File: src/rtl/sys_ctrl_pkg.sv
// Shared constants for the command sequencer: frame command bytes, ALU operand
// register addresses and the sequencer state encoding.
package sys_ctrl_pkg;

  localparam logic [7:0] CMD_RF_WR   = 8'hAA;
  localparam logic [7:0] CMD_RF_RD   = 8'hBB;
  localparam logic [7:0] CMD_ALU_OP  = 8'hCC;
  localparam logic [7:0] CMD_ALU_NOP = 8'hDD;

  localparam int OPA_ADDR = 0;
  localparam int OPB_ADDR = 1;

  typedef logic [3:0] state_t;

  localparam state_t ST_IDLE     = 4'd0;
  localparam state_t ST_WR_ADDR  = 4'd1;
  localparam state_t ST_WR_DATA  = 4'd2;
  localparam state_t ST_RD_ADDR  = 4'd3;
  localparam state_t ST_RD_WAIT  = 4'd4;
  localparam state_t ST_ALU_A    = 4'd5;
  localparam state_t ST_ALU_B    = 4'd6;
  localparam state_t ST_ALU_FN   = 4'd7;
  localparam state_t ST_ALU_WAIT = 4'd8;
  localparam state_t ST_TX_LSB   = 4'd9;
  localparam state_t ST_TX_MSB   = 4'd10;

endpackage

File: src/rtl/sys_ctrl_tx_seq.sv
// Response serializer: holds the captured result and presents it to the TX FIFO
// LSB first, writing only while the FIFO has room.
module sys_ctrl_tx_seq #(
  parameter int DATA_WIDTH = 8,
  parameter int RES_WIDTH  = 16
) (
  input  logic                  clk,
  input  logic                  rst_n,
  input  logic                  load,
  input  logic [RES_WIDTH-1:0]  load_data,
  input  logic                  load_two,
  input  logic                  send_lsb,
  input  logic                  send_msb,
  input  logic                  fifo_full,
  output logic [DATA_WIDTH-1:0] fifo_data,
  output logic                  fifo_wr,
  output logic                  two_byte
);

  logic [RES_WIDTH-1:0] result;

  always_ff @(posedge clk) begin
    if (!rst_n) begin
      result   <= '0;
      two_byte <= 1'b0;
    end else if (load) begin
      result   <= load_data;
      two_byte <= load_two;
    end
  end

  // A stalled byte simply stays presented until the FIFO frees up.
  assign fifo_wr   = (send_lsb | send_msb) & ~fifo_full;
  assign fifo_data = send_msb ? result[DATA_WIDTH +: DATA_WIDTH] : result[DATA_WIDTH-1:0];

endmodule

File: src/rtl/sys_cmd_ctrl.sv
// Command sequencer: decodes UART frames into register-file writes/reads and ALU
// operations, gates the ALU clock, and queues response bytes for transmit.
//
// state     | meaning
// IDLE      | waiting for a command byte
// WR_ADDR   | reg write, expecting address byte
// WR_DATA   | reg write, expecting data byte
// RD_ADDR   | reg read, expecting address byte
// RD_WAIT   | reg read issued, waiting for read data
// ALU_A     | expecting operand A (stored at reg 0)
// ALU_B     | expecting operand B (stored at reg 1)
// ALU_FN    | expecting function byte, then launching the ALU
// ALU_WAIT  | ALU running, waiting for result
// TX_LSB    | pushing result low byte
// TX_MSB    | pushing result high byte
module sys_cmd_ctrl
  import sys_ctrl_pkg::*;
#(
  parameter int DATA_WIDTH    = 8,
  parameter int ADDR_WIDTH    = 4,
  parameter int ALU_FUN_WIDTH = 4,
  parameter int ALU_OUT_WIDTH = 16
) (
  input  logic                     CLK,
  input  logic                     RST_N,
  input  logic [DATA_WIDTH-1:0]    RX_P_DATA,
  input  logic                     RX_D_VLD,
  output logic [ADDR_WIDTH-1:0]    RF_ADDR,
  output logic                     RF_WR_EN,
  output logic                     RF_RD_EN,
  output logic [DATA_WIDTH-1:0]    RF_WR_DATA,
  input  logic [DATA_WIDTH-1:0]    RF_RD_DATA,
  input  logic                     RF_RD_VLD,
  output logic [ALU_FUN_WIDTH-1:0] ALU_FUN,
  output logic                     ALU_EN,
  output logic                     ALU_CLK_EN,
  input  logic [ALU_OUT_WIDTH-1:0] ALU_OUT,
  input  logic                     ALU_OUT_VLD,
  output logic [DATA_WIDTH-1:0]    TX_FIFO_DATA,
  output logic                     TX_FIFO_WR,
  input  logic                     TX_FIFO_FULL,
  output logic                     BUSY
);

  state_t                  state;
  logic [ADDR_WIDTH-1:0]   addr_q;
  logic                    fn_got;
  logic                    res_load;
  logic                    res_two;
  logic [ALU_OUT_WIDTH-1:0] res_data;
  logic                    two_byte;

  assign BUSY = (state != ST_IDLE);

  always_comb begin
    res_load = 1'b0;
    res_two  = 1'b0;
    res_data = ALU_OUT;
    if (state == ST_RD_WAIT && RF_RD_VLD) begin
      res_load = 1'b1;
      res_data = ALU_OUT_WIDTH'(RF_RD_DATA);
    end else if (state == ST_ALU_WAIT && ALU_OUT_VLD) begin
      res_load = 1'b1;
      res_two  = 1'b1;
    end
  end

  always_ff @(posedge CLK) begin
    if (!RST_N) begin
      state      <= ST_IDLE;
      addr_q     <= '0;
      fn_got     <= 1'b0;
      RF_ADDR    <= '0;
      RF_WR_EN   <= 1'b0;
      RF_RD_EN   <= 1'b0;
      RF_WR_DATA <= '0;
      ALU_FUN    <= '0;
      ALU_EN     <= 1'b0;
      ALU_CLK_EN <= 1'b0;
    end else begin
      RF_WR_EN <= 1'b0;
      RF_RD_EN <= 1'b0;
      ALU_EN   <= 1'b0;
      case (state)
        ST_IDLE: if (RX_D_VLD) begin
          case (RX_P_DATA)
            CMD_RF_WR:   state <= ST_WR_ADDR;
            CMD_RF_RD:   state <= ST_RD_ADDR;
            CMD_ALU_OP:  state <= ST_ALU_A;
            CMD_ALU_NOP: state <= ST_ALU_FN;
            default:     state <= ST_IDLE;
          endcase
        end
        ST_WR_ADDR: if (RX_D_VLD) begin
          addr_q <= RX_P_DATA[ADDR_WIDTH-1:0];
          state  <= ST_WR_DATA;
        end
        ST_WR_DATA: if (RX_D_VLD) begin
          RF_ADDR    <= addr_q;
          RF_WR_DATA <= RX_P_DATA;
          RF_WR_EN   <= 1'b1;
          state      <= ST_IDLE;
        end
        ST_RD_ADDR: if (RX_D_VLD) begin
          RF_ADDR  <= RX_P_DATA[ADDR_WIDTH-1:0];
          RF_RD_EN <= 1'b1;
          state    <= ST_RD_WAIT;
        end
        ST_RD_WAIT: if (RF_RD_VLD) state <= ST_TX_LSB;
        ST_ALU_A: if (RX_D_VLD) begin
          RF_ADDR    <= ADDR_WIDTH'(OPA_ADDR);
          RF_WR_DATA <= RX_P_DATA;
          RF_WR_EN   <= 1'b1;
          state      <= ST_ALU_B;
        end
        ST_ALU_B: if (RX_D_VLD) begin
          RF_ADDR    <= ADDR_WIDTH'(OPB_ADDR);
          RF_WR_DATA <= RX_P_DATA;
          RF_WR_EN   <= 1'b1;
          state      <= ST_ALU_FN;
        end
        // Clock gate opens one cycle ahead of the enable so the ALU sees a live clock.
        ST_ALU_FN: begin
          if (fn_got) begin
            fn_got <= 1'b0;
            ALU_EN <= 1'b1;
            state  <= ST_ALU_WAIT;
          end else if (RX_D_VLD) begin
            ALU_FUN    <= RX_P_DATA[ALU_FUN_WIDTH-1:0];
            ALU_CLK_EN <= 1'b1;
            fn_got     <= 1'b1;
          end
        end
        ST_ALU_WAIT: if (ALU_OUT_VLD) begin
          ALU_CLK_EN <= 1'b0;
          state      <= ST_TX_LSB;
        end
        ST_TX_LSB: if (TX_FIFO_WR) state <= two_byte ? ST_TX_MSB : ST_IDLE;
        ST_TX_MSB: if (TX_FIFO_WR) state <= ST_IDLE;
        default: state <= ST_IDLE;
      endcase
    end
  end

  sys_ctrl_tx_seq #(
    .DATA_WIDTH (DATA_WIDTH),
    .RES_WIDTH  (ALU_OUT_WIDTH)
  ) u_tx_seq (
    .clk       (CLK),
    .rst_n     (RST_N),
    .load      (res_load),
    .load_data (res_data),
    .load_two  (res_two),
    .send_lsb  (state == ST_TX_LSB),
    .send_msb  (state == ST_TX_MSB),
    .fifo_full (TX_FIFO_FULL),
    .fifo_data (TX_FIFO_DATA),
    .fifo_wr   (TX_FIFO_WR),
    .two_byte  (two_byte)
  );

endmodule

File: config.mk
export PLATFORM = sky130hd
export DESIGN_NAME = sys_cmd_ctrl
export DESIGN_NICKNAME = d
export VERILOG_FILES = /design/src/rtl/sys_ctrl_pkg.sv /design/src/rtl/sys_ctrl_tx_seq.sv /design/src/rtl/sys_cmd_ctrl.sv
export SDC_FILE = /design/constraint.sdc
export NUM_CORES = 1
export LEC_CHECK = 0
export CELL_PAD_IN_SITES_DETAIL_PLACEMENT = 1
export CELL_PAD_IN_SITES_GLOBAL_PLACEMENT = 1
export CORE_UTILIZATION = 30
export DETAILED_ROUTE_END_ITERATION = 6
export GPL_TIMING_DRIVEN = 0
export PLACE_DENSITY = 0.76
export RECOVER_POWER = 100
export SLEW_MARGIN = 10
export SYNTH_ARGS = -nofsm -noshare
export SYNTH_HDL_FRONTEND = slang
export SYNTH_SLANG_ARGS = --single-unit
File: constraint.sdc
create_clock -name CLK -period 4.5 [get_ports CLK]
set_clock_uncertainty 0.2 [all_clocks]
set_input_delay 0.9 -clock CLK [delete_from_list [all_inputs] [get_ports CLK]]
set_output_delay 0.9 -clock CLK [all_outputs]
set_load 0.02 [all_outputs]
==> out/qor.csv <==
stage,metric,value,unit
status,outcome,"complete, no violations",
detailed_routing,drt-met1-wl,3257,µm
critical_path,r2r_cells,5,
grt,grt_pass1_wl,10670,µm
timing,fin_crit,4179,ps
grt,grt_max_degree,14,
timing,period_share,0.9287,
synthesis,synth_area_leaders,"dfxtp_1 41%, mux2i_1 8.9%, nor2_1 6.0%, nand2_1 5.5%, mux2_2 4.0%",
floorplanning,die_area,7811,µm²
timing,max_freq,239.3,MHz
clocking,clk_latency,300,ps
synthesis,synthArstFlopShare,0,
cells_and_area,final_common_cell,dfxtp_1,
synthesis,syn_area,2238,µm²
clocking,numCtsBuffers,5,
clocking,clockBufferDepth,2,
grt,grt-ovfl-total,0,
floorplanning,start_util,0.3103,
timing,slew_viol_final,0,
cells_and_area,final_cell_mix,"46 x dfxtp_1, 36 x nor2_1, 34 x dlygate4sd3_1, 33 x nand2_1, 33 x clkdlybuf4s50_1",
clocking,clockRootBuffer,clkbuf_8,
detailed_routing,highest_layer,met4,
timing,holdWs,272.4,ps
detailed_routing,routed-wl-met3,278,µm
placement,hpwl,5085,µm
detailed_routing,antenna_left,0,
detailed_routing,routedWlPerCell,15.87,µm
synthesis,synth-seq-area-share,0.4114,
cells_and_area,n_fill_cell,882,
critical_path,ff2ff_setup_slack,1870,ps
floorplanning,fp-row-count,31,
detailed_routing,viasPerCell,5.086,
cells_and_area,nNetsFinal,370,
pwr,vdd_drop_max,0.1315,mV
critical_path,arrival,3080,ps
critical_path,startpoint_type,register,
detailed_routing,num_vias,2192,
critical_path,crit_fanout,10,
clocking,ctsResizeCount,0,
floorplanning,die_w,88.38,µm
pwr,p_leak,1.200,nW
cells_and_area,area_growth,40.13,%
floorplanning,core,7214,µm²
grt,antenna_found_initial,0,
clocking,hold_buffers,0,
floorplanning,ioPinCount,68,
critical_path,endpoint,TX_FIFO_DATA[1],
critical_path,critPathKind,reg -> out,
synthesis,syn_area_per_cell,8.676,µm²
timing,worst_pin_slew,1226,ps
floorplanning,die_h,88.38,µm
clocking,path_clk_slew,80,ps
timing,relSlewSlack,0.1811,
detailed_routing,wl_met2,3258,µm
timing,hold_violations,0,
cells_and_area,layout-drive-gt1-share,0.07229,
pwr,powerDensity,253.6,nW/µm²
placement,place_congestion,0.8976,
clocking,cts_tree,done,
critical_path,crit_path_end_kind,primary output,
grt,grt_usage,0.1773,
detailed_routing,drt-total-wl,6839,µm
flow_run,maxCapViolations,0,
critical_path,required,3400,ps
synthesis,synthFlopType,dfxtp_1,
synthesis,ys_seq_elements,46,
clocking,cts_htree_levels,2,
detailed_routing,detailedRoute.firstIterationViolations,52,
detailed_routing,drc,0,
critical_path,crit_start,state[3],
synthesis,syn_inst,258,
timing,setup_violations,0,
synthesis,ys_types,52,
synthesis,synth_top_area_share,0.4114,
timing,finalSetupTns,0,ps
critical_path,r2r-start,state[1],
synthesis,synth-edff-count,0,
timing,rsz0062_at_grt,false,
synthesis,syn_nets,296,
clocking,postCtsSetupBuffers,0,
grt,grt_pass1_vias,2124,
synthesis,synth_top_area_cell,dfxtp_1,
clocking,cts.sinks,46,
critical_path,r2r_end,ALU_FUN[0],
synthesis,ys_warn_count,0,
worst_hold_path,worstHoldPathType,reg -> reg,
cells_and_area,antenna_cells,0,
pwr,p_total,0.0007956,W
detailed_routing,first_pass_iters,4,
placement,port_buffers,67,
-- kinds of logic after synthesis --
logic type	count (synthesis)	synth area share
AND/OR/NAND/NOR	108	0.2309
XOR/XNOR	4	0.01565
flip-flops	46	0.4114
multiplexers	28	0.1297
AO/OA/AOI/OAI	53	0.1761
buffers and inverters	19	0.03633
-- worst min-delay path by stage --
| stage | start | endpoint | slack (ps) | cells after the start |
|---|---|---|---|---|
| after CTS | u_tx_seq.result[9] | u_tx_seq.result[9] | 280 | 2 |
| after floorplan | u_tx_seq.result[10] | u_tx_seq.result[10] | 240 | 2 |
| final | u_tx_seq.result[9] | u_tx_seq.result[9] | 270 | 2 |
| after detailed placement | u_tx_seq.result[10] | u_tx_seq.result[10] | 260 | 2 |
| after global routing | u_tx_seq.result[10] | u_tx_seq.result[10] | 300 | 2 |
| after global placement | u_tx_seq.result[11] | u_tx_seq.result[11] | 250 | 2 |
-- per-stage QoR --
| stage | cells | utilization | setup WS, ps | cell area [µm²] |
|---|---|---|---|---|
| after floorplan | 258 | - | 1763 | 2238 |
| after global placement | 424 | 0.4204 | 755.7 | 3033 |
| after detailed placement | 424 | 0.4204 | 789.6 | 3033 |
| after CTS | 431 | 0.4360 | 451.5 | 3146 |
| after global routing | 431 | 0.4348 | 176.5 | 3137 |
| final | 431 | 0.4348 | 321.0 | 3137 |
-- per-layer routing --
layer  vias to the layer above  global-route usage
met5                         -                   0
met2                        43              0.2937
met4                         0             0.03959
met1                      1085              0.2457
met3                         4             0.02332
li1                       1060                   -
-- cells in the mapped netlist (all sizes together) (2+ instances only) --
library cell and instances:
xor2 2, a21boi 2, nand2 33, mux2i 20, buf 4, nor3b 2
nand3 12, nand3b 2, clkbuf 12, a21bo 2, mux2 8, and2 2
nor3 2, o31ai 2, nand2b 6, dfxtp 46, a21oi 15, inv 2
xnor2 2, or4bb 2, a22oi 3, o21ai 3, a22o 2, a32oi 2
a211oi 3, nor2 36, a311oi 8, or4 2, nor2b 4
-- registers in the layout, summed over array words and instances (netlist names) --
name and cells:
ALU_FUN 4, ALU_CLK_EN 1, ALU_EN 1, fn_got 1
state 4, addr_q 4, u_tx_seq.two_byte 1, RF_ADDR 4
u_tx_seq.result 16, RF_WR_EN 1, RF_WR_DATA 8, RF_RD_EN 1
-- critical path, stage by stage, from the launching register on --
cell	delay, ps
dfxtp_1	480
clkbuf_1	400
nand2_1	190
nor2_1	630
mux2_2	420
dlygate4sd3_1	660
-- where the power goes --
group,total [W],leakage (nW),internal (W),switching [W]
Clock,0.000319,0.0573,0.000178,0.000141
Combinational,0.0000678,0.773,0.0000385,0.0000294
Sequential,0.000409,0.370,0.000408,0.000000838
-- layout make-up --
type / count / area, µm² / share of cell area
clock buffer: 6 / 82.58 / 0.02633
tap: 99 / 123.9 / 0.03949
multi-input combinational: 193 / 1227 / 0.3913
clock inverter: 1 / 30.03 / 0.009573
sequential: 46 / 920.9 / 0.2936
timing repair buffer: 67 / 670.6 / 0.2138
inverter: 3 / 11.26 / 0.003590
buffer: 16 / 70.07 / 0.02234
Power figures use the tool's default switching activity.
==> RTL change 1, RTL diff (same flow settings) <==
Reset style: asynchronous (`RST_N` and `rst_n`), changed in 2 clocked blocks.
--- a/src/rtl/sys_ctrl_tx_seq.sv
+++ b/src/rtl/sys_ctrl_tx_seq.sv
@@ -19,7 +19,7 @@
 
   logic [RES_WIDTH-1:0] result;
 
-  always_ff @(posedge clk) begin
+  always_ff @(posedge clk or negedge rst_n) begin
     if (!rst_n) begin
       result   <= '0;
       two_byte <= 1'b0;
--- a/src/rtl/sys_cmd_ctrl.sv
+++ b/src/rtl/sys_cmd_ctrl.sv
@@ -65,7 +65,7 @@
     end
   end
 
-  always_ff @(posedge CLK) begin
+  always_ff @(posedge CLK or negedge RST_N) begin
     if (!RST_N) begin
       state      <= ST_IDLE;
       addr_q     <= '0;
Formal check against the unedited RTL: differs if RST_N is asserted again (counterexample within 4 cycles, from zero or initial values and one cycle with RST_N low); with RST_N held inactive, the same outputs for 10 cycles.
==> RTL change 1 against the unedited design <==
  * Synthesized area is 1.6% higher
  * Wire length decreased by 14%
  * Design area decreased by 0.20%
  * Worst setup slack better by 460 ps
  * Count of clock-buffer cells in the layout decreased by 1
  * Sequential cell count did not move
  * Hold slack improved by 11 ps
  * Register-to-register slack better by 190 ps
  * Highest routed layer unchanged
Power is not compared: it rests on default switching activity, and its combinational part moved more than twofold at a synthesized area within 25%.
==> RTL change 1: results (changes against the unedited design) <==
- Outcome: finished clean (unchanged)
- Vias in the first global route: 1921 (was 2124)
- GRT Resource Usage Total: 16.05% (was 17.73%)
- Crit path DAT: 2620 ps (was 3080 ps)
- Count of cell types in the netlist: 40 (was 52)
- Wire per inst: 15.82 µm (was 15.87 µm)
- Nets: 311 (was 370)
- Initial antenna violation count: 0 (unchanged)
- Post-DR vias/cell: 4.887 (was 5.086)
- Largest cells by area after synthesis: dfrtp_1, mux2_2, a22o_1, nand2_1, a22oi_1 (was dfxtp_1, mux2i_1, nor2_1, nand2_1, mux2_2)
- Top_reg_cell synth: dfrtp_1 (was dfxtp_1)
- N_diodes: 0 (unchanged)
- Post-synthesis sequential area ratio: 50.63% (was 41.14%)
- First-pass GRT wire length: 9508 µm (was 10670 µm)
- Initial drt markers: 62 (was 52)
- Max-slew headroom: 1.013% (was 18.11%)
- Fillcell total: 835 (was 882)
- Drt pass-1 iters: 4 (unchanged)
- CTS max path bufs: 2 (unchanged)
- Slowest cell on crit path: dlygate4sd3_1 (unchanged)
- Pin count of the biggest net entering global routing: 27 (was 14)
- Largest regs: u_tx_seq.result: 16 flops, RF_WR_DATA: 8 flops (unchanged)
- Post-Place Setup Slack: 1211 ps (was 789.6 ps)
- Final HPWL DP: 4624 µm (was 5085 µm)
- Ys async rst share: 100.0% (was 0%)
- Top cells by count, synth: dfrtp_1, mux2_2, nand2_1 (was dfxtp_1, nor2_1, nand2_1)
- Synthesized net count: 236 (was 296)
- Final GP Congestion: 0.7860 (was 0.8976)
- Share of post-route cells with drive strength above 1: 15.69% (was 7.229%)
## RTL change 1: cell types whose count changed in the layout (fill, tap and decap cells not counted), sizes merged, moves of 6 or more
cell	change
nor2	-26
dfrtp	+46
a311oi	-8
a22oi	+6
nand2	-11
mux2i	-20
clkbuf	-6
dfxtp	-46
a21oi	-11
nand3	-6
mux2	+20
a22o	+9
## RTL change 1: critical path: cells and delay by family (launching register included)
family,cells,cell delay (ps)
multiplexers,1,400
AND/OR/NAND/NOR,2,300
flip-flops,1,390
buffers and inverters,3,1220
## RTL change 1: path summary, 6_finish.rpt
kind	start	slack, ps	cells after the start	end
worst max-delay path	state[3]	780	6	TX_FIFO_DATA[2]
worst min-delay path	u_tx_seq.result[4]	280	2	u_tx_seq.result[4]
worst max register to register	state[2]	2060	7	u_tx_seq.result[7]
worst min register to register	u_tx_seq.result[4]	280	2	u_tx_seq.result[4]
max in group asynchronous	RST_N	1590	2	ALU_FUN[3]
min in group asynchronous	RST_N	580	1	RF_WR_DATA[7]
## RTL change 1: per-layer routing
| layer | track usage (%) | vias up | part of all wire, % |
|---|---|---|---|
| met5 | 0 | - | 0 |
| met4 | 3.896 | 0 | 0.98 |
| met3 | 4.894 | 7 | 5.6 |
| li1 | - | 865 | - |
| met1 | 19.38 | 894 | 43 |
| met2 | 28.11 | 57 | 50 |
## RTL change 1: cell families (layout without fill, tap and decap cells)
| family | Yosys count | after routing | synth area share (%) |
|---|---|---|---|
| simple gates | 65 | 65 | 15.80 |
| flops | 46 | 46 | 50.63 |
| compound gates | 40 | 40 | 13.43 |
| mux | 28 | 28 | 14.53 |
| buf+inv | 16 | 92 | 4.458 |
| xor+xnor | 3 | 3 | 1.156 |
## RTL change 1: metrics by stage
step | hold WS, ps | std cells | total power [mW] | area, µm² | util (%)
after floorplan | 242.0 | 198 | 1.402 | 2273 | -
after CTS | 287.6 | 373 | 2.161 | 3196 | 43.82
after detailed placement | 264.6 | 365 | 1.837 | 3083 | 42.28
final | 283.2 | 373 | 2.046 | 3131 | 42.93
after global routing | 307.3 | 373 | 2.185 | 3131 | 42.93
after global placement | 255.8 | 364 | 1.791 | 3068 | 42.07
## RTL change 1: power breakdown
part	internal (mW)	total, mW	switching [mW]
clock	0.167	0.318	0.151
combinational	0.500	1.03	0.527
sequential	0.599	0.702	0.103
## RTL change 1: final cells by class
class                      count  area, µm²  area share [%]
multi-input combinational    136      994.7           31.77
sequential                    46       1151           36.77
inverter                       4      15.01          0.4796
clock buffer                   5      68.82           2.198
clock inverter                 3      43.79           1.399
tap                           99      123.9           3.957
timing repair buffer          68      668.1           21.34
buffer                        12      65.06           2.078
==> RTL change 2, RTL diff (config.mk and constraints unchanged) <==
Without the edit above. The package constant `ST_ALU_WAIT` goes from 4'd8 to 4'd6.
--- a/src/rtl/sys_ctrl_pkg.sv
+++ b/src/rtl/sys_ctrl_pkg.sv
@@ -20,7 +20,7 @@
   localparam state_t ST_ALU_A    = 4'd5;
   localparam state_t ST_ALU_B    = 4'd6;
   localparam state_t ST_ALU_FN   = 4'd7;
-  localparam state_t ST_ALU_WAIT = 4'd8;
+  localparam state_t ST_ALU_WAIT = 4'd6;
   localparam state_t ST_TX_LSB   = 4'd9;
   localparam state_t ST_TX_MSB   = 4'd10;
 
Behaviour: not the same (a bounded check fails within 4 cycles, from zero or initial values and one cycle with RST_N low).
==> RTL change 2 against the unedited design <==
  * Via count up 2.1%
  * Hold slack better by 2.9 ps
  * Worst setup slack better by 190 ps
  * Synthesized area up 2.1%
  * Sequential share of layout area down 0.17 points
  * Wire length up 1.2%
  * Sequential power about the same
  * Sequential cell count unchanged
  * Power down 1.2%
  * Design area up 0.60%
  * Largest cell class unchanged
  * Highest routed layer unchanged
==> RTL change 2: results (changes against the unedited design) <==
- Post-Place Setup Slack: 1128 ps (was 789.6 ps)
- Vias in the first global route: 2180 (was 2124)
- Wire per inst: 15.87 µm (about the same)
- Reg2reg path depth: 5 (unchanged)
- Gr ovfl total: 0 (unchanged)
- Placed Cells: 429 (was 424)
- Final Setup Violations: 0 (unchanged)
- Number of enable flip-flop cells after synthesis: 0 (unchanged)
- Num CTS Buffers: 5 (unchanged)
- Clk slew on worst S/H paths: roughly 90 ps
- Post-CTS repair timing setup buffer count: 0 (unchanged)
- Port bufs: 66 (was 67)
- Count of cell types in the netlist: 47 (was 52)
- Share of post-route cells with drive strength above 1: 9.199% (was 7.229%)
- HP Class: flip-flop to flip-flop (unchanged)
- Root Buffer: clkbuf_8 (unchanged)
- Post-CTS sizing: 0 (unchanged)
- Top cells by count, synth: dfxtp_1, nand2_1, nor2_1 (was dfxtp_1, nor2_1, nand2_1)
- Drt pass-1 iters: 4 (unchanged)
- Outcome: finished clean (unchanged)
- Initial drt markers: 91 (was 52)
- Initial antenna violation count: 0 (unchanged)
- Delay-heaviest family, CP: buffers and inverters (unchanged)
- Slowest cell on crit path: dlygate4sd3_1 (unchanged)
- Largest cells by area after synthesis: dfxtp_1, mux2i_1, nand2_1, nor2_1, mux2_2 (was dfxtp_1, mux2i_1, nor2_1, nand2_1, mux2_2)
- First-pass GRT wire length: 11110 µm (was 10670 µm)
- CTS max path bufs: 2 (unchanged)
- Pin count of the biggest net entering global routing: 14 (unchanged)
- Crit path DAT: 2880 ps (was 3080 ps)
- Max-slew headroom: 26.14% (was 18.11%)
- Final HPWL DP: 5041 µm (was 5085 µm)
- Post-synthesis sequential area ratio: 40.31% (was 41.14%)
- Final GP Congestion: 0.7958 (was 0.8976)
- Final std cells w/o fill: 436 (was 431)
- Worst path max stage delay: ~650 ps
- N_diodes: 0 (unchanged)
- GRT Resource Usage Total: 18.43% (was 17.73%)
- Int Power: 620.9 µW (was 624.2 µW)
- Placed instance area: 0.003069 mm² (was 0.003033 mm²)
- Post-DR vias/cell: 5.135 (was 5.086)
- Largest regs: u_tx_seq.result: 16 flops, RF_WR_DATA: 8 flops (unchanged)
- WHS Path Cells: 2 (unchanged)
- Ys async rst share: 0% (unchanged)
- Nets: 375 (was 370)
- Synthesized instance count: 264 (was 258)
- Synth Warn #: 0 (unchanged)
- Worst-skew pair later-pin latency: 300 ps (about the same)
- LEAKAGE: 1.234 nW (was 1.200 nW)
- Synthesized net count: 302 (was 296)
- Crit path max fanout: 10 (unchanged)
- Peak VDD IR: 0.0001032 V (was 0.0001315 V)
- Htree depth: 2 (unchanged)
- Fillcell total: 895 (was 882)
RTL change 2: cell families (layout without fill, tap and decap cells):
kind of cell	after synthesis	count (layout)	synth area share, %
flip-flops	46	46	40.31
AND/OR/NAND/NOR	119	119	25.74
multiplexers	24	24	10.95
buffers and inverters	24	97	6.078
XOR/XNOR	2	2	0.7668
AO/OA/AOI/OAI	49	49	16.16
RTL change 2: layer usage:
layer	track usage, %	share of wire (%)	routed length, µm
met2	31.09	47	3283
met1	23.90	46	3160
met3	3.324	5.5	380
met5	0	0	0
met4	5.772	1.4	95
RTL change 2: worst paths after layout:
| path | slack (ps) | end | startpoint |
|---|---|---|---|
| max | 520 | TX_FIFO_DATA[5] | state[3] |
| min | 280 | u_tx_seq.result[13] | u_tx_seq.result[13] |
| max reg2reg | 2050 | RF_WR_DATA[7] | state[0] |
| min reg2reg | 280 | u_tx_seq.result[13] | u_tx_seq.result[13] |
RTL change 2: final cells by class:
| type | count | area [µm²] | area share [%] |
|---|---|---|---|
| multi-input combinational | 194 | 1205 | 38.18 |
| sequential | 46 | 920.9 | 29.18 |
| timing repair buffer | 66 | 660.6 | 20.94 |
| tap | 99 | 123.9 | 3.925 |
| buffer | 20 | 117.6 | 3.727 |
| clock buffer | 6 | 82.58 | 2.617 |
| clock inverter | 1 | 30.03 | 0.9516 |
| inverter | 4 | 15.01 | 0.4758 |
RTL change 2: tightest hold or removal path: cells and delay by family, from the launching register on:
kind | cells | cell delay [ps]
and+or+nand+nor | 1 | 60
AOI/OAI and AO/OA | 1 | 60
DFF | 1 | 320
RTL change 2: power by group through the flow:
stage	sequential (mW)	combinational, mW	clock, mW
after floorplan	0.418	0.0187	0
after global placement	0.417	0.0637	0
after detailed placement	0.417	0.0643	0
after CTS	0.408	0.0649	0.323
after global routing	0.408	0.0681	0.343
final	0.408	0.0628	0.315
